$ cat config.mk
export PLATFORM = sky130hd
export DESIGN_NAME = seg7_scan_driver_flat
export DESIGN_NICKNAME = d
export VERILOG_FILES = /design/src/rtl/seg7_pkg.sv /design/src/rtl/seg7_scan_driver_if.sv /design/src/rtl/seg7_decode.sv /design/src/rtl/seg7_scan_driver.sv /design/src/flat_wrapper.sv
export SDC_FILE = /design/constraint.sdc
export NUM_CORES = 1
export LEC_CHECK = 0
export BUFFER_PORTS_ARGS = -buffer_cell sky130_fd_sc_hd__buf_2
export CORE_MARGIN = 2
export CORE_UTILIZATION = 37
export CTS_BUF_LIST = sky130_fd_sc_hd__clkbuf_4
export DETAILED_ROUTE_END_ITERATION = 12
export HOLD_SLACK_MARGIN = 0.15
export PLACE_DENSITY_LB_ADDON = 0.08
export SLEW_MARGIN = 20
export SYNTH_ARGS = -nofsm -noshare
export SYNTH_HDL_FRONTEND = slang
export SYNTH_SLANG_ARGS = --single-unit
$ cat constraint.sdc
create_clock -name clk -period 5.24 [get_ports clk]
set_clock_uncertainty 0.05 [all_clocks]
set_input_delay 1.572 -clock clk [delete_from_list [all_inputs] [get_ports clk]]
set_output_delay 1.572 -clock clk [all_outputs]
set_load 0.01 [all_outputs]
$ cat src/rtl/seg7_pkg.sv
// Shared types and constants for seven-segment display drivers.
// Segment vectors are active-low, bit order {g,f,e,d,c,b,a}.
package seg7_pkg;

  typedef logic [6:0] seg_t;

  localparam seg_t       SEG_BLANK        = 7'h7F;
  localparam logic [7:0] AN_OFF           = 8'hFF;
  localparam int         PRESCALE_DEFAULT = 12500;

  localparam seg_t HEX_SEG [16] = '{
    7'b1000000, // 0
    7'b1111001, // 1
    7'b0100100, // 2
    7'b0110000, // 3
    7'b0011001, // 4
    7'b0010010, // 5
    7'b0000010, // 6
    7'b1111000, // 7
    7'b0000000, // 8
    7'b0010000, // 9
    7'b0001000, // A
    7'b0000011, // b
    7'b1000110, // C
    7'b0100001, // d
    7'b0000110, // E
    7'b0001110  // F
  };

  // Index of the most significant nonzero nibble; 0 when the word is zero.
  function automatic logic [2:0] msd_index(input logic [31:0] v);
    logic [2:0] idx;
    idx = 3'd0;
    for (int k = 1; k < 8; k++) begin
      if (v[k*4 +: 4] != 4'h0) idx = 3'(k);
    end
    return idx;
  endfunction

endpackage

$ cat src/rtl/seg7_scan_driver_if.sv
// Display-side bundle between the ALU result path and the scan driver:
// value/load/blank flow into the driver, board pins and frame pulse flow out.
interface seg7_scan_driver_if;
  import seg7_pkg::*;

  logic [31:0] value_i;
  logic        load_i;
  logic        blank_i;
  seg_t        seg_out;
  logic [7:0]  an;
  logic        frame_o;

  modport master (
    output value_i, load_i, blank_i,
    input  seg_out, an, frame_o
  );

  modport slave (
    input  value_i, load_i, blank_i,
    output seg_out, an, frame_o
  );

endinterface

$ cat src/rtl/seg7_decode.sv
// Combinational hex nibble to active-low seven-segment pattern.
module seg7_decode
  import seg7_pkg::*;
(
  input  logic [3:0] nibble,
  output seg_t       seg
);

  assign seg = HEX_SEG[nibble];

endmodule

$ cat src/rtl/seg7_scan_driver.sv
// Eight-digit time-multiplexed hex display driver with frame-aligned updates.
// Optional leading-zero suppression when SEG7_LZ_BLANK_EN is defined.
module seg7_scan_driver
  import seg7_pkg::*;
#(
  parameter int PRESCALE = PRESCALE_DEFAULT,
  parameter int NDIG     = 8
) (
  input logic               clk,
  input logic               rst_n,
  seg7_scan_driver_if.slave bus
);

  localparam int              PW       = (PRESCALE > 1) ? $clog2(PRESCALE) : 1;
  localparam logic [PW-1:0]   PCNT_MAX = PW'(PRESCALE - 1);
  localparam logic [2:0]      DIG_LAST = 3'(NDIG - 1);

  logic [PW-1:0] pcnt, pcnt_nxt;
  logic [2:0]    dig, dig_nxt;
  logic [31:0]   pending, pending_nxt;
  logic [31:0]   shown, shown_nxt;
  logic          wrap, boundary;
  logic [3:0]    nibble;
  seg_t          seg_dec;
  logic [7:0]    an_nxt;
  seg_t          seg_nxt;

  logic [7:0]    an_q;
  seg_t          seg_q;
  logic          frame_q;

  // NOTE: every signal written here gets a value before any branch, so no
  // path leaves it unassigned and no latch is inferred.
  always_comb begin
    wrap        = (pcnt == PCNT_MAX);
    pcnt_nxt    = wrap ? '0 : pcnt + 1'b1;
    dig_nxt     = wrap ? dig + 3'd1 : dig;
    boundary    = wrap && (dig == DIG_LAST);
    pending_nxt = bus.load_i ? bus.value_i : pending;
    // A load on the boundary edge reaches the new frame directly.
    shown_nxt   = boundary ? pending_nxt : shown;
    nibble      = shown_nxt[{dig_nxt, 2'b00} +: 4];
  end

  seg7_decode u_decode (
    .nibble (nibble),
    .seg    (seg_dec)
  );

  // Pins are computed from next-state digit and value so anode and
  // segments always switch on the same edge.
  always_comb begin
    an_nxt  = AN_OFF;
    seg_nxt = SEG_BLANK;
    if (!bus.blank_i) begin
      an_nxt  = ~(8'b1 << dig_nxt);
      seg_nxt = seg_dec;
`ifdef SEG7_LZ_BLANK_EN
      if (dig_nxt > msd_index(shown_nxt)) an_nxt = AN_OFF;
`endif
    end
  end

  // NOTE: state registers use non-blocking assignments so every register
  // samples pre-edge values regardless of statement order.
  always_ff @(posedge clk or negedge rst_n) begin
    if (!rst_n) begin
      pcnt    <= '0;
      dig     <= 3'd0;
      pending <= 32'h0;
      shown   <= 32'h0;
      an_q    <= AN_OFF;
      seg_q   <= SEG_BLANK;
      frame_q <= 1'b0;
    end else begin
      pcnt    <= pcnt_nxt;
      dig     <= dig_nxt;
      pending <= pending_nxt;
      shown   <= shown_nxt;
      an_q    <= an_nxt;
      seg_q   <= seg_nxt;
      frame_q <= boundary;
    end
  end

  assign bus.an      = an_q;
  assign bus.seg_out = seg_q;
  assign bus.frame_o = frame_q;

endmodule

$ cat src/flat_wrapper.sv
// flat-port wrapper written by rule: the top's interface ports become plain ports
module seg7_scan_driver_flat import seg7_pkg::*;
#(
  parameter int PRESCALE = PRESCALE_DEFAULT,
  parameter int NDIG     = 8
)
  (clk, rst_n, bus_value_i, bus_load_i, bus_blank_i, bus_seg_out, bus_an, bus_frame_o);
  seg7_scan_driver_if bus_i ();
  input logic clk;
  input logic rst_n;
  input wire logic [$bits(bus_i.value_i)-1:0] bus_value_i;
  input wire logic [$bits(bus_i.load_i)-1:0] bus_load_i;
  input wire logic [$bits(bus_i.blank_i)-1:0] bus_blank_i;
  output wire logic [$bits(bus_i.seg_out)-1:0] bus_seg_out;
  output wire logic [$bits(bus_i.an)-1:0] bus_an;
  output wire logic [$bits(bus_i.frame_o)-1:0] bus_frame_o;
  assign bus_i.value_i = bus_value_i;
  assign bus_i.load_i = bus_load_i;
  assign bus_i.blank_i = bus_blank_i;
  assign bus_seg_out = bus_i.seg_out;
  assign bus_an = bus_i.an;
  assign bus_frame_o = bus_i.frame_o;
  seg7_scan_driver #(.PRESCALE(PRESCALE), .NDIG(NDIG)) u_core (.clk(clk), .rst_n(rst_n), .bus(bus_i));
endmodule
==> key figures <==
Synthesis
  • Synthesis-stage register bit count: 97
  • Main combinational cell family by area after synthesis: multiplexers
  • Async SR Flop Fraction: 1.00
  • Top-area cell type share of the netlist area: 0.449
  • Avg Inst Size Synth: 12.6 µm²
  • Top FF cell, synth: dfrtp_1
  • Adder and majority gate portion of the synthesized area: 0.0246
  • Post-synthesis xor/xnor area fraction: 0.0249
  • Mapped Cells: 364
  • Synth Area in Simple Gates: 0.127
  • Cell variety after synth: 61
  • Synth Net Count: 409
  • Post-synthesis mux area share: 0.190
  • Synth Area in Compound Gates: 0.0643
  • Synthesized area: 4570 µm²
  • Sequential area share after synthesis: 0.535
  • Post-synth EDFFs: 0
  • Main area contributors after synthesis: dfrtp_1 45%, mux2_2 12%, dfstp_2 8.6%
  • Area leader, netlist: dfrtp_1
  • Synth Warn #: 0

Timing
  • Fmax: 238 MHz
  • RSZ-0062 raised after global routing: false
  • Slew Viols, Final: 0
  • Setup TNS: 0 ns
  • Tmin final: 4.20 ns
  • Final WS setup: 1.04 ns
  • Final hold vios: 0
  • Hold_ws: 0.425 ns
  • Final Setup Violations: 0
  • Slew @ Worst Pin: 0.640 ns
  • Worst rel slew slack: 0.573
  • Period utilization: 0.801

Routing
  • # DRC: 0
  • WL per Instance: 16.3 µm
  • Via/cell ratio: 4.86
  • DRT Wirelength: 9540 µm
  • Via count: 2853
  • 1st-pass router iterations: 4
  • Post-route antenna net violation count: 0
  • Drt initial violations: 110

Setup path
  • R2R cell count: 12
  • CP Capture Type: register
  • Setup CP Type: register to register
  • Cell family with most CP delay: compound AO/OA/AOI/OAI gates
  • CP Depth: 12
  • Worst Path Buf+Inv: 1
  • Crit-path slowest cell: dfrtp_1
  • CP cell instances: ha_1 -> ha_1 -> and3b_1 -> nand4_4 -> buf_4 -> mux2_2 -> a221o_1 -> a211o_1 -> o221a_2 -> ha_1 -> mux2_2 -> a211o_1
  • Crit path largest cell delay: 0.73 ns
  • CP required: 5.60 ns
  • Cell repeated most along the worst path: ha_1
  • Startpoint types: register
  • Worst Path Arrival: 4.56 ns
  • Crit-path max FO: 18

Pwr
  • Leak: 2.39 nW
  • Power Density: 257 nW/µm²
  • Maximum vdd drop: 0.000100 V

CTS
  • Num CTS Buffers: 9
  • Clk Latency, worst-skew pair: 0.46 ns
  • Root Driver: clkbuf_4
  • Hold-fix buffers, CTS: 0
  • CTS H-tree lvls: 3
  • Clock slew at reported path FFs: 0.14 ns
  • Clk sinks: 97
  • Post-CTS Setup Bufs: 0
  • CTS tree: yes
  • Clock tree buffer depth: 2
  • PostCTS Resize Cnt: 0

Layout
  • Area delta synth->final: 12.0%
  • Layout cells sized above 1: 0.360
  • Most common cell after layout, fill and taps aside: dfrtp_1
  • Commonest non-fill, non-tap cells in the layout: 82 x dfrtp_1, 50 x mux2_2, 50 x buf_2
  • Final instance area: 5120 µm²
  • N_diodes: 0
  • Final nets: 459
  • Fin util: 0.425

Global routing
  • First-pass GRT wire length: 15700 µm
  • Total grt overflow: 0
  • Gr usage total: 0.157
  • Via count of the first global-routing pass: 2964
  • Initial antenna violation count: 0
  • Pin count of the biggest net entering global routing: 78

Place
  • Gp weighted congestion: 0.790
  • Area post-placement: 4960 µm²
  • Number of port buffers: 51
  • Pre-CTS setup slack: 0.628 ns
  • Post-DP HPWL: 6540 µm

Floorplan
  • Initial cell density of the core: 0.379
  • Die X: 115 µm
  • Cell row count: 40
  • I/O Pins: 52
  • Core Area: 12100 µm²
  • Full die area: 13300 µm²
  • Die span in y: 115 µm

Run status
  • Outcome: finished clean

Flow run
  • Max Cap Viol: 0

Hold path
  • Hold Crit Depth: 2
  • Worst min-delay path category: register to register
metrics by stage:
stage               total power, mW  std cells
floorplan                     0.877        364
global placement              0.924        570
detailed placement            0.927        570
CTS                            1.34        586
global route                   1.39        587
finish                         1.32        587
per-layer routing:
layer / track usage / vias up / share of wire
met5: 0 / - / 0
met4: 0.0586 / 0 / 0.014
met3: 0.0369 / 10 / 0.032
met2: 0.233 / 45 / 0.45
met1: 0.224 / 1417 / 0.50
li1: - / 1381 / -
worst register-to-register path, cell delays in order, from the launching register on:
cell     delay, ns
dfrtp_1       0.73
ha_1          0.25
ha_1          0.21
and3b_1       0.25
nand4_4       0.35
buf_4         0.36
mux2_2        0.31
a221o_1       0.35
a211o_1       0.27
o221a_2       0.18
ha_1          0.27
mux2_2        0.28
a211o_1       0.28
cell type report:
type	count	area [µm²]
sequential	97	2450
inverter	14	52.6
clock buffer	12	90.1
multi-input combinational	237	1970
timing repair buffer	55	308
tap	168	210
fill	1148	6940
clock inverter	4	43.8
worst paths after layout:
kind,start,to,slack (ns)
min reg2reg,u_core.shown[1]$_DFF_PN0_,u_core.shown[1]$_DFF_PN0_,0.42
max in group asynchronous,rst_n,u_core.bus.an[7]$_DFF_PN1_,3.57
min,u_core.shown[1]$_DFF_PN0_,u_core.shown[1]$_DFF_PN0_,0.42
max,u_core.dig[0]$_DFF_PN0_,u_core.bus.seg_out[4]$_DFF_PN1_,1.04
max reg2reg,u_core.dig[0]$_DFF_PN0_,u_core.bus.seg_out[4]$_DFF_PN1_,1.04
min in group asynchronous,rst_n,u_core.pending[14]$_DFF_PN0_,0.93
power by group:
group	leakage, nW	total [mW]	switching [mW]	internal [mW]
clock network	0.0787	0.403	0.244	0.159
registers	1.14	0.798	0.00902	0.789
logic	1.18	0.114	0.0598	0.0546
total	2.39	1.32	0.313	1.00
state kept, by name, indices dropped and copies added (netlist names):
register / flops
u_core.pcnt: 14
u_core.bus.seg_out: 7
u_core.bus.frame_o: 1
u_core.bus.an: 8
u_core.pending: 32
u_core.dig: 3
u_core.shown: 32
cell families (layout without fill, tap and decap cells):
family / count (synthesis) / after routing
AO/OA/AOI/OAI: 33 / 33
buffers and inverters: 30 / 85
multiplexers: 75 / 75
XOR/XNOR: 13 / 13
adder cells (fa/ha/maj): 9 / 9
flip-flops: 97 / 97
AND/OR/NAND/NOR: 107 / 107
synth_stat cells (all sizes together) (3+ instances only):
| master | n |
|---|---|
| xnor2 | 8 |
| o21ai | 5 |
| a221o | 3 |
| buf | 10 |
| and4 | 3 |
| and3 | 6 |
| clkbuf | 6 |
| xor2 | 5 |
| and2 | 4 |
| a21oi | 3 |
| nor3b | 3 |
| inv | 14 |
| nor2 | 15 |
| mux2i | 19 |
| nand4 | 4 |
| ha | 9 |
| dfrtp | 82 |
| nor4b | 4 |
| nand3 | 11 |
| mux2 | 55 |
| a22oi | 3 |
| dfstp | 15 |
| nand2 | 45 |
Power figures use the tool's default switching activity.
